`src/rtl/dmem_ls_unit.sv`:
```
// Load/store initiator for the 12-bit microcontroller data memory.
// Scrubs DMem after reset, then serves one read or write per request/response handshake.
module dmem_ls_unit #(
  parameter int                 DATA_W   = 8,
  parameter int                 ADDR_W   = 4,
  parameter int                 RD_LAT   = 0,
  parameter logic [DATA_W-1:0]  INIT_VAL = '0
) (
  input  logic              clk,
  input  logic              rst,
  input  logic              req_valid,
  output logic              req_ready,
  input  logic              req_we,
  input  logic [ADDR_W-1:0] req_addr,
  input  logic [DATA_W-1:0] req_wdata,
  output logic              rsp_valid,
  input  logic              rsp_ready,
  output logic [DATA_W-1:0] rsp_rdata,
  output logic              init_done,
  output logic              mem_en,
  output logic              mem_we,
  output logic [ADDR_W-1:0] mem_addr,
  output logic [DATA_W-1:0] mem_wdata,
  input  logic [DATA_W-1:0] mem_rdata
);

  typedef enum logic [2:0] {
    S_INIT,
    S_IDLE,
    S_WR,
    S_RD,
    S_RESP
  } state_t;

  localparam int              DEPTH      = 2 ** ADDR_W;
  localparam logic [ADDR_W:0] SCRUB_END  = DEPTH[ADDR_W:0];
  localparam logic [1:0]      LAT_LAST   = 2'(RD_LAT);

  state_t              state, state_d;
  logic [ADDR_W:0]     scrub_cnt, scrub_cnt_d;
  logic [1:0]          lat_cnt, lat_cnt_d;
  logic                req_ready_d;
  logic                rsp_valid_d;
  logic [DATA_W-1:0]   rsp_rdata_d;
  logic                init_done_d;
  logic                mem_en_d;
  logic                mem_we_d;
  logic [ADDR_W-1:0]   mem_addr_d;
  logic [DATA_W-1:0]   mem_wdata_d;

  // Every output is a flop; reset clears them all and restarts the scrub.
  always_ff @(posedge clk) begin
    if (rst) begin
      state     <= S_INIT;
      scrub_cnt <= '0;
      lat_cnt   <= '0;
      req_ready <= 1'b0;
      rsp_valid <= 1'b0;
      rsp_rdata <= '0;
      init_done <= 1'b0;
      mem_en    <= 1'b0;
      mem_we    <= 1'b0;
      mem_addr  <= '0;
      mem_wdata <= '0;
    end else begin
      state     <= state_d;
      scrub_cnt <= scrub_cnt_d;
      lat_cnt   <= lat_cnt_d;
      req_ready <= req_ready_d;
      rsp_valid <= rsp_valid_d;
      rsp_rdata <= rsp_rdata_d;
      init_done <= init_done_d;
      mem_en    <= mem_en_d;
      mem_we    <= mem_we_d;
      mem_addr  <= mem_addr_d;
      mem_wdata <= mem_wdata_d;
    end
  end

  always_comb begin
    state_d     = state;
    scrub_cnt_d = scrub_cnt;
    lat_cnt_d   = lat_cnt;
    req_ready_d = req_ready;
    rsp_valid_d = rsp_valid;
    rsp_rdata_d = rsp_rdata;
    init_done_d = init_done;
    mem_en_d    = mem_en;
    mem_we_d    = mem_we;
    mem_addr_d  = mem_addr;
    mem_wdata_d = mem_wdata;

    case (state)
      S_INIT: begin
        req_ready_d = 1'b0;
        if (scrub_cnt == SCRUB_END) begin
          init_done_d = 1'b1;
          mem_en_d    = 1'b0;
          mem_we_d    = 1'b0;
          req_ready_d = 1'b1;
          state_d     = S_IDLE;
        end else begin
          mem_en_d    = 1'b1;
          mem_we_d    = 1'b1;
          mem_addr_d  = scrub_cnt[ADDR_W-1:0];
          mem_wdata_d = INIT_VAL;
          scrub_cnt_d = scrub_cnt + (ADDR_W + 1)'(1);
        end
      end

      // The memory port registers double as the request latch.
      S_IDLE: begin
        mem_en_d    = 1'b0;
        mem_we_d    = 1'b0;
        req_ready_d = 1'b1;
        if (req_valid && req_ready) begin
          req_ready_d = 1'b0;
          mem_en_d    = 1'b1;
          mem_we_d    = req_we;
          mem_addr_d  = req_addr;
          lat_cnt_d   = '0;
          if (req_we) begin
            mem_wdata_d = req_wdata;
            state_d     = S_WR;
          end else begin
            state_d     = S_RD;
          end
        end
      end

      S_WR: begin
        mem_en_d    = 1'b0;
        mem_we_d    = 1'b0;
        rsp_valid_d = 1'b1;
        rsp_rdata_d = mem_wdata;
        state_d     = S_RESP;
      end

      S_RD: begin
        if (lat_cnt == LAT_LAST) begin
          mem_en_d    = 1'b0;
          mem_we_d    = 1'b0;
          rsp_valid_d = 1'b1;
          rsp_rdata_d = mem_rdata;
          state_d     = S_RESP;
        end else begin
          lat_cnt_d   = lat_cnt + 2'd1;
        end
      end

      S_RESP: begin
        mem_en_d = 1'b0;
        mem_we_d = 1'b0;
        if (rsp_ready) begin
          rsp_valid_d = 1'b0;
          req_ready_d = 1'b1;
          state_d     = S_IDLE;
        end
      end

      default: begin
        state_d = S_INIT;
      end
    endcase
  end

endmodule
```
`config.mk`:
```
export PLATFORM = sky130hd
export DESIGN_NAME = dmem_ls_unit
export DESIGN_NICKNAME = d
export VERILOG_FILES = /design/src/rtl/dmem_ls_unit.sv
export SDC_FILE = /design/constraint.sdc
export NUM_CORES = 1
export LEC_CHECK = 0
export BUFFER_PORTS_ARGS = -buffer_cell sky130_fd_sc_hd__buf_2
export CAP_MARGIN = 20
export CORE_MARGIN = 3
export CORE_UTILIZATION = 46
export CTS_CLUSTER_SIZE = 40
export DETAILED_ROUTE_END_ITERATION = 16
export PLACE_DENSITY = 0.81
export SYNTH_ARGS = -nofsm -noshare
export SYNTH_HDL_FRONTEND = slang
export SYNTH_SLANG_ARGS = --single-unit
export TNS_END_PERCENT = 30
```
`constraint.sdc`:
```
create_clock -name clk -period 1.4 [get_ports clk]
set_input_delay 0.14 -clock clk [delete_from_list [all_inputs] [get_ports clk]]
set_output_delay 0.14 -clock clk [all_outputs]
set_load 0.01 [all_outputs]
```
==> results.sh, run 1 <==
export IMPL_start_util_pct=49.1
export IMPL_startpoint_type="flop"
export IMPL_setup_viol=0
export IMPL_endpoint_kind="flop"
export IMPL_slew_headroom_pct=75.2
export IMPL_grt_pass1_vias=1449
export IMPL_clk_pin_slew_ns=0.06
export IMPL_fin_skew_ns=0.00617
export IMPL_tightest_slew_ns=0.371
export IMPL_worstPathArrival_ns=1.56
export IMPL_max_stage_delay_ns=0.32
export IMPL_wl_per_cell_um=14.1
export IMPL_hold_ws_ns=0.0498
export IMPL_finish_utilization_pct=67.5
export IMPL_grt_max_degree=21
export IMPL_synth_edf_count=0
export IMPL_synthDistinctLibCells=43
export IMPL_wirelength_mm=4.24
export IMPL_drtIter0Drc=149
export IMPL_drv_cap=0
export IMPL_max_freq_ghz=0.716
export IMPL_area_growth_pct=37.4
export IMPL_diodes=0
export IMPL_die_x_um=66.6
export IMPL_coreArea_sq_um=3440
export IMPL_cpMaxStageDelayCell="dfxtp_2"
export IMPL_route_detailed_drc=0
export IMPL_antenna_found_initial=0
export IMPL_rsz0062_at_grt="yes"
export IMPL_ys_warn_count=0
export IMPL_slew_viol_final=0
export IMPL_htree_levels=2
export IMPL_status="finished, final reports clean"
export IMPL_grt_pass1_wl_mm=6.44
export IMPL_port_buffers=49
export IMPL_grt_use_total_pct=19.2
export IMPL_cts_tree="built"
export IMPL_io_pins=50
export IMPL_numCtsBuffers=5
export IMPL_p_per_area_nw_per_um2=808
export IMPL_drive_gt1_share_pct=45.9
export IMPL_hold_viol_final=0
export IMPL_fillCellCount=260
export IMPL_routed_via_count=1601
export IMPL_rows=21
export IMPL_preCtsSetupSlack_ns=-0.0547
export IMPL_period_minus_slack_ns=1.40
export IMPL_dieHeight_um=66.6
export IMPL_cts_buffer_depth=2
export IMPL_synth_nets=210
export IMPL_nets=283
export IMPL_cts_sinks=35
export IMPL_async_flop_share_pct=0
export IMPL_cts_root_buf="clkbuf_8"
export IMPL_postCtsHoldBufs=0
export IMPL_ys_flop_type="dfxtp_1"
export IMPL_synth_avg_cell_area_sq_um=9.29
export IMPL_dieArea_sq_um=4440
export IMPL_cp_required_ns=1.56
export IMPL_peakVddDrop_mv=0.654
export IMPL_fin_ws_ns=0.00387
export IMPL_fin_area_sq_um=2320
export IMPL_routed_via_density=5.32
export IMPL_ant_nets=0
export IMPL_syn_inst=182
export IMPL_synth_seq_cells=35
export IMPL_dpl_cell_area_sq_um=2080
export IMPL_clock_latency_ns=0.29
export IMPL_synth_cell_area_sq_um=1690
export IMPL_crit_chain="buf_6 > nor3_4 > buf_4 > nand4_1 > xor2_1 > nor2_1"
export IMPL_gp_congestion=0.801
export IMPL_period_share_pct=99.7
export IMPL_worst_path_buf_inv=2
export IMPL_first_pass_iters=4
export IMPL_p_leak_uw=0.000982
export IMPL_overflow=0
export IMPL_crit_family="simple AND/OR/NAND/NOR gates"
export IMPL_ys_seq_area_share_pct=41.5
export IMPL_worst_path_max_fanout=8
export IMPL_crit_type="flop to flop"
export IMPL_dp_hpwl_mm=2.90
export IMPL_hp_class="input pin to flop"
-- Yosys cell counts (all sizes together) (2+ instances only) --
cell | number | area share (%)
a211oi | 4 | 3.0
o22ai | 4 | 1.5
nand2 | 11 | 2.6
nor2 | 26 | 7.2
nand3 | 10 | 3.0
nor3 | 4 | 1.9
nand2b | 10 | 3.7
a311oi | 10 | 5.9
o21ai | 4 | 1.2
inv | 10 | 2.2
o2bb2ai | 8 | 4.1
clkbuf | 2 | 0.44
a21oi | 9 | 2.9
xor2 | 3 | 1.6
ha | 3 | 2.2
nand4 | 4 | 2.4
nor2b | 3 | 1.1
dfxtp | 35 | 41
buf | 8 | 3.6
-- what timing repair did --
action / 4_1_cts / 5_1_grt
gates resized for setup: 3 / 21
pin swaps: 3 / 10
setup endpoints to repair: 20 / 32
endpoints found under the hold margin: 0 / 0
cloned: 1 / 0
buffers inserted: 3 / 4
-- layer usage --
layer / GRT usage, % / vias up / share of wire, %
li1: - / 795 / -
met1: 24.1 / 752 / 43
met2: 30.1 / 46 / 51
met3: 4.38 / 8 / 4.3
met4: 10.4 / 0 / 2.0
met5: 0 / - / 0
-- cell families (layout without fill, tap and decap cells) --
logic type	after synthesis	after routing	synth area share (%)
compound gates	45	45	21.9
xor+xnor	4	4	2.07
fa+ha+maj	3	3	2.22
buf+inv	20	92	6.22
flops	35	35	41.5
simple gates	75	76	26.1
-- area by class of cell --
type / instances / area [sq um] / share of cell area [%]
Timing Repair Buffer: 75 / 460 / 19.8
Clock buffer: 6 / 82.6 / 3.56
Sequential cell: 35 / 708 / 30.5
Clock inverter: 1 / 5.00 / 0.216
Multi-Input combinational cell: 128 / 971 / 41.8
Tap cell: 46 / 57.6 / 2.48
Inverter: 10 / 37.5 / 1.62
-- path summary, 6_finish.rpt --
| kind | startpoint | endpoint | slack [ns] | cells past startpoint |
|---|---|---|---|---|
| setup / recovery | state[0] | scrub_cnt[4] | 0.004 | 6 |
| hold / removal | req_wdata[5] | mem_wdata[5] | 0.05 | 2 |
| setup reg to reg | state[0] | scrub_cnt[4] | 0.004 | 6 |
| hold reg to reg | mem_addr[1] | mem_addr[1] | 0.46 | 2 |
-- power breakdown --
part           switching [uW]  internal [uW]
combinational            69.0           70.8
sequential               7.84           1010
clock                     334            385
-- worst register-to-register path, stage by stage (launching register included) --
cell and delay, ns:
dfxtp_2 0.32, buf_6 0.13, nor3_4 0.28, buf_4 0.19
nand4_1 0.13, xor2_1 0.17, nor2_1 0.06
-- sequential cells by signal, summed over array words and instances (netlist names), 2 cells and up --
name       cells
rsp_rdata      8
mem_addr       4
lat_cnt        2
state          3
mem_wdata      8
scrub_cnt      5
-- layout by cell type (no fill, tap or decap), types with 2 or more instances in the layout --
cell | netlist | layout
dfxtp_2 | 0 | 3
nand4_1 | 3 | 3
nor3_1 | 3 | 3
o22ai_1 | 4 | 4
buf_4 | 3 | 23
buf_6 | 2 | 2
dfxtp_1 | 35 | 31
inv_2 | 0 | 2
a21oi_1 | 8 | 8
a311oi_1 | 8 | 6
nor2_1 | 24 | 23
nand2_1 | 10 | 9
o21ai_0 | 2 | 2
buf_2 | 3 | 49
nor2b_1 | 3 | 2
clkbuf_8 | 0 | 6
nand2b_1 | 10 | 9
a311oi_2 | 2 | 4
nor2_4 | 1 | 2
inv_1 | 10 | 8
nand3_1 | 10 | 10
a211oi_2 | 4 | 4
o2bb2ai_1 | 8 | 7
xor2_1 | 3 | 3
-- through the flow --
| stage | power, uW | std cells | setup TNS, ns |
|---|---|---|---|
| 2_1_floorplan | 1100 | 182 | 0 |
| 3_3_place_gp | 1170 | 286 | -0.0412 |
| 3_5_place_dp | 1170 | 286 | -0.406 |
| 4_1_cts | 1890 | 297 | -0.0325 |
| 5_1_grt | 1940 | 301 | -0.405 |
| 6_report | 1880 | 301 | 0 |
Power figures use the tool's default switching activity.
==> run 2: changes to the inputs <==
==> constraint.sdc (replaced) <==
create_clock -name clk -period 1.4 [get_ports clk]
set_input_delay 0.07 -clock clk [delete_from_list [all_inputs] [get_ports clk]]
set_output_delay 0.07 -clock clk [all_outputs]
set_load 0.01 [all_outputs]
==> results.sh, run 2 (synthesis results as in run 1) <==
export IMPL_route_detailed_drc=0
export IMPL_numCtsBuffers=5
export IMPL_worst_path_buf_inv=2
export IMPL_p_per_area_nw_per_um2=787
export IMPL_clock_latency_ns=0.29
export IMPL_io_pins=50
export IMPL_startpoint_type="flop"
export IMPL_drtIter0Drc=223
export IMPL_final_cells=306
export IMPL_holdPathEnd="rsp_rdata[2]"
export IMPL_tightest_slew_ns=0.453
export IMPL_period_share_pct=99.5
export IMPL_p_leak_uw=0.000989
export IMPL_worstReg2RegEnd="mem_we"
export IMPL_cts_root_buf="clkbuf_8"
export IMPL_grt_pass1_wl_mm=6.91
export IMPL_routed_via_count=1653
export IMPL_cp_required_ns=1.58
export IMPL_setup_viol=0
export IMPL_rows=21
export IMPL_period_minus_slack_ns=1.39
export IMPL_clk_pin_slew_ns=0.07
export IMPL_endpoint_kind="flop"
export IMPL_hp_class="input pin to flop"
export IMPL_start_util_pct=49.1
export IMPL_r2r_start="state[0]"
export IMPL_ant_nets=0
export IMPL_grt_max_degree=22
export IMPL_dieHeight_um=66.6
export IMPL_hold_path_cell_count=3
export IMPL_crit_chain="buf_6 > o21a_4 > a21oi_4 > buf_4 > nor2_1 > a311oi_1"
export IMPL_layout_common_cells="buf_2 (49), dfxtp_1 (30), nor2_1 (24)"
export IMPL_drive_gt1_share_pct=43.5
export IMPL_wirelength_mm=4.87
export IMPL_fin_skew_ns=0.0110
export IMPL_antenna_found_initial=0
export IMPL_finish_utilization_pct=69.1
export IMPL_slew_viol_final=0
export IMPL_status="finished, final reports clean"
export IMPL_largestRegisters="mem_wdata: 8 flops, rsp_rdata: 8 flops, scrub_cnt: 5 flops"
export IMPL_cp_depth=6
export IMPL_first_pass_iters=4
export IMPL_max_stage_delay_ns=0.33
export IMPL_area_growth_pct=40.7
export IMPL_crit_type="flop to flop"
export IMPL_ff2ff_path_depth=6
export IMPL_grt_pass1_vias=1461
export IMPL_rsz0062_at_grt="yes"
export IMPL_dp_hpwl_mm=2.93
export IMPL_wl_per_cell_um=15.9
export IMPL_overflow=0
export IMPL_port_buffers=49
export IMPL_coreArea_sq_um=3440
export IMPL_gp_congestion=0.839
export IMPL_cts_buffer_depth=2
export IMPL_grt_use_total_pct=20.7
export IMPL_drv_cap=0
export IMPL_slew_headroom_pct=69.8
export IMPL_max_freq_ghz=0.718
export IMPL_hold_start="mem_rdata[2]"
export IMPL_cpMaxStageDelayCell="dfxtp_2"
export IMPL_routed_via_density=5.40
export IMPL_cts_tree="built"
export IMPL_dieArea_sq_um=4440
export IMPL_hold_viol_final=0
export IMPL_dp_cells=287
export IMPL_cts_sinks=35
export IMPL_htree_levels=2
export IMPL_diodes=0
export IMPL_worst_path_max_fanout=10
export IMPL_layout_commonest_cell="buf_2"
export IMPL_worstPathArrival_ns=1.57
export IMPL_die_x_um=66.6
export IMPL_nets=287
export IMPL_crit_family="compound AO/OA/AOI/OAI gates"
export IMPL_r2r_setup_slack_ns=0.007
export IMPL_peakVddDrop_mv=0.613
==> run 2: cell types whose count changed in the layout (fill, tap and decap cells not counted), moves of 2 or more <==
cell	before	now
buf_4	23	19
nor2b_1	2	0
dlygate4sd3_1	0	8
clkbuf_1	0	2
==> run 2: area by class of cell <==
type / instances / area, sq um
multi-input combinational: 128 / 991
inverter: 10 / 37.5
sequential: 35 / 709
clock inverter: 1 / 5.00
timing repair buffer: 79 / 502
clock buffer: 7 / 76.3
fill: 250 / 1060
tap: 46 / 57.6
==> run 2: how the worst max path moves through the flow <==
| stage | start | to | slack [ns] |
|---|---|---|---|
| after floorplan | scrub_cnt[0] | mem_addr[0] | 0.02 |
| after global placement | lat_cnt[0] | mem_wdata[7] | -0.004 |
| after detailed placement | state[1] | rsp_rdata[5] | -0.09 |
| after CTS | scrub_cnt[0] | scrub_cnt[1] | -0.02 |
| after global routing | state[0] | mem_we | -0.1 |
| final | state[0] | mem_we | 0.007 |
==> run 2: what timing repair did <==
| action | CTS | global route |
|---|---|---|
| setup buffers | 0 | 2 |
| hold endpoints to repair | 8 | 0 |
| pin swaps | 5 | 7 |
| setup endpoints to repair | 17 | 31 |
| cloned | 1 | 0 |
| hold buffers | 8 | 0 |
| gates resized for setup | 6 | 22 |
==> run 2: stage by stage <==
step	area [sq um]	TNS (ns)	total power, uW	worst slack (ns)	hold WS (ns)
4_1_cts	2270	-0.0876	1870	-0.0190	0.0676
5_1_grt	2380	-0.488	1950	-0.0951	0.0802
6_report	2380	0	1870	0.00701	0.0679
3_5_place_dp	2080	-0.403	1170	-0.0898	0.276
3_3_place_gp	2080	-0.0162	1170	-0.00410	0.272
2_1_floorplan	1690	0	1100	0.0214	0.187
==> run 2: worst min-delay path, delay by kind of cell <==
family | cells | cell delay (ns)
buffers and inverters | 1 | 0.10
and+or+nand+nor | 1 | 0.07
AOI/OAI and AO/OA | 1 | 0.08
==> run 2: layer usage <==
metal	vias to the layer above	share of wire, %	GRT usage [%]
li1	803	-	-
met1	775	39	25.7
met2	69	54	34.2
met3	6	6.5	6.07
met4	0	0.99	6.35
met5	-	0	0
==> run 2: report_power, final <==
part / switching [uW] / internal (uW)
Combinational: 76.3 / 83.3
Sequential: 8.47 / 1010
Clock: 345 / 349
Total: 430 / 1440
==> run 3: changes to the inputs <==
--- a/config.mk
+++ b/config.mk
@@ -5,10 +5,11 @@
 export SDC_FILE = /design/constraint.sdc
 export NUM_CORES = 1
 export LEC_CHECK = 0
+export ABC_AREA = 1
 export BUFFER_PORTS_ARGS = -buffer_cell sky130_fd_sc_hd__buf_2
 export CAP_MARGIN = 20
 export CORE_MARGIN = 3
-export CORE_UTILIZATION = 46
+export CORE_UTILIZATION = 45
 export CTS_CLUSTER_SIZE = 40
 export DETAILED_ROUTE_END_ITERATION = 16
 export PLACE_DENSITY = 0.81
==> results.sh, run 3 <==
export IMPL_grt_use_total_pct=19.7
export IMPL_diodes=0
export IMPL_ys_top_cells_by_count="nand2_1 (56), dfxtp_1 (35), a21oi_1 (21), o21ai_0 (21), nor2_1 (17)"
export IMPL_hold_path_cell_count=3
export IMPL_synth_top_cell_area_share_pct=44.2
export IMPL_largestRegisters="mem_wdata: 8 flops, rsp_rdata: 8 flops, scrub_cnt: 5 flops"
export IMPL_crit_type="flop to flop"
export IMPL_first_pass_iters=4
export IMPL_wirelength_mm=4.11
export IMPL_drv_cap=0
export IMPL_p_per_area_nw_per_um2=1050
export IMPL_routed_via_count=1636
export IMPL_slew_viol_final=0
export IMPL_layout_common_cells="nand2_1 (53), buf_2 (49), dfxtp_1 (30)"
export IMPL_max_freq_ghz=0.737
export IMPL_grt_max_degree=20
export IMPL_cts_root_buf="clkbuf_4"
export IMPL_htree_levels=2
export IMPL_clk_pin_slew_ns=0.10
export IMPL_dpl_cell_area_sq_um=1880
export IMPL_yosys_area_top_type="dfxtp_1"
export IMPL_synth_cell_area_sq_um=1580
export IMPL_cts_tree="built"
export IMPL_ys_flop_type="dfxtp_1"
export IMPL_ant_nets=0
export IMPL_drive_gt1_share_pct=32.9
export IMPL_overflow=0
export IMPL_period_share_pct=96.9
export IMPL_cts_buffer_depth=2
export IMPL_grt_pass1_vias=1466
export IMPL_hp_class="input pin to flop"
export IMPL_setup_viol=0
export IMPL_layout_commonest_cell="nand2_1"
export IMPL_peakVddDrop_mv=0.692
export IMPL_routed_via_density=5.00
export IMPL_tightest_slew_ns=0.426
export IMPL_yosysMostFrequentCell="nand2_1"
export IMPL_wl_per_cell_um=12.6
export IMPL_p_leak_uw=0.000934
export IMPL_clock_latency_ns=0.34
export IMPL_drtIter0Drc=110
export IMPL_route_met3_wl_um=179
export IMPL_yosys_top_cells_area="dfxtp_1 (44%), nand2_1 (13%), a21oi_1 (6.6%)"
export IMPL_area_growth_pct=34.1
export IMPL_nets=310
export IMPL_hold_viol_final=0
export IMPL_wl_met2_mm=2.10
export IMPL_critPathLaunch="state[2]"
export IMPL_rsz0062_at_grt="yes"
export IMPL_dieHeight_um=65.3
export IMPL_rows=20
export IMPL_dieArea_sq_um=4270
export IMPL_status="finished, final reports clean"
export IMPL_syn_inst=214
export IMPL_synth_seq_cells=35
export IMPL_synth_edf_count=0
export IMPL_slew_headroom_pct=71.6
export IMPL_ff2ff_path_depth=7
export IMPL_grt_pass1_wl_mm=6.50
export IMPL_fin_skew_ns=0.0102
export IMPL_startpoint_type="flop"
export IMPL_antenna_found_initial=0
export IMPL_synth_nets=242
export IMPL_worstPathArrival_ns=1.62
export IMPL_start_util_pct=49.5
export IMPL_ys_seq_area_share_pct=44.2
export IMPL_hold_start="mem_rdata[1]"
export IMPL_numCtsBuffers=5
export IMPL_die_x_um=65.3
export IMPL_fin_ws_ns=0.0430
export IMPL_coreArea_sq_um=3200
export IMPL_async_flop_share_pct=0
export IMPL_port_buffers=49
export IMPL_cp_required_ns=1.66
export IMPL_route_detailed_drc=0
export IMPL_period_minus_slack_ns=1.36
export IMPL_synth_avg_cell_area_sq_um=7.40
export IMPL_r2r_start="state[2]"
export IMPL_io_pins=50
export IMPL_fin_area_sq_um=2120
export IMPL_cts_sinks=35
export IMPL_met1_length_mm=1.79
export IMPL_ys_warn_count=0
export IMPL_preCtsSetupSlack_ns=0.0159
export IMPL_worst_path_max_fanout=8
export IMPL_gp_congestion=0.848
export IMPL_synthDistinctLibCells=23
export IMPL_dp_hpwl_mm=2.82
export IMPL_top_layer_used="met4"
export IMPL_endpoint_kind="flop"
==> run 3: stage by stage <==
step / util (%) / std cells / TNS, ns / hold WS, ns / power, uW
2_1_floorplan: - / 214 / 0 / 0.217 / 1390
3_3_place_gp: 58.7 / 305 / 0 / 0.324 / 1530
3_5_place_dp: 58.7 / 305 / 0 / 0.332 / 1540
4_1_cts: 63.9 / 322 / 0 / 0.0103 / 2170
5_1_grt: 66.3 / 327 / -0.369 / 0.00928 / 2330
6_report: 66.3 / 327 / 0 / 0.0139 / 2230
==> run 3: where the power goes <==
part | total, uW | internal, uW | switching [uW] | leakage [uW]
sequential | 1100 | 1060 | 44.9 | 0.000286
combinational | 499 | 205 | 294 | 0.000609
clock | 626 | 295 | 330 | 0.0000386
==> run 3: final timing paths <==
check,endpoint,slack [ns]
max reg2reg,mem_wdata[5],0.04
max,mem_wdata[5],0.04
min reg2reg,init_done,0.45
min,rsp_rdata[1],0.01
==> run 3: cells by family after synthesis <==
family / synth area share, %
simple gates: 27.7
compound gates: 19.0
flops: 44.2
buf+inv: 6.16
fa+ha+maj: 2.37
xor+xnor: 0.553
==> run 3: area by class of cell <==
cell class	count	area (sq um)
Fill cell	293	1080
Multi-Input combinational cell	158	817
Sequential cell	35	709
Timing Repair Buffer	67	415
Clock buffer	8	68.8
Inverter	15	58.8
Tap cell	44	55.1
==> run 3: layer usage <==
metal,GRT usage [%],vias up
met1,24.2,746
met5,0,-
li1,-,850
met3,4.79,5
met2,33.6,35
met4,6.22,0
==> run 3: repair_timing <==
action / 4_1_cts / 5_1_grt
resized for setup: 3 / 14
buffers inserted: 0 / 4
pin swaps: 0 / 6
gates cloned: 0 / 1
endpoints found under the hold margin: 9 / 0
endpoints found under the setup margin: 8 / 30
hold buffers: 9 / 0
==> run 3: critical path, stage by stage, from the launching register on <==
cell	delay, ns
dfxtp_4	0.38
inv_4	0.08
nand2_2	0.06
nor2_4	0.17
nand2_4	0.09
nor2_4	0.22
nand2_1	0.11
a21oi_1	0.17
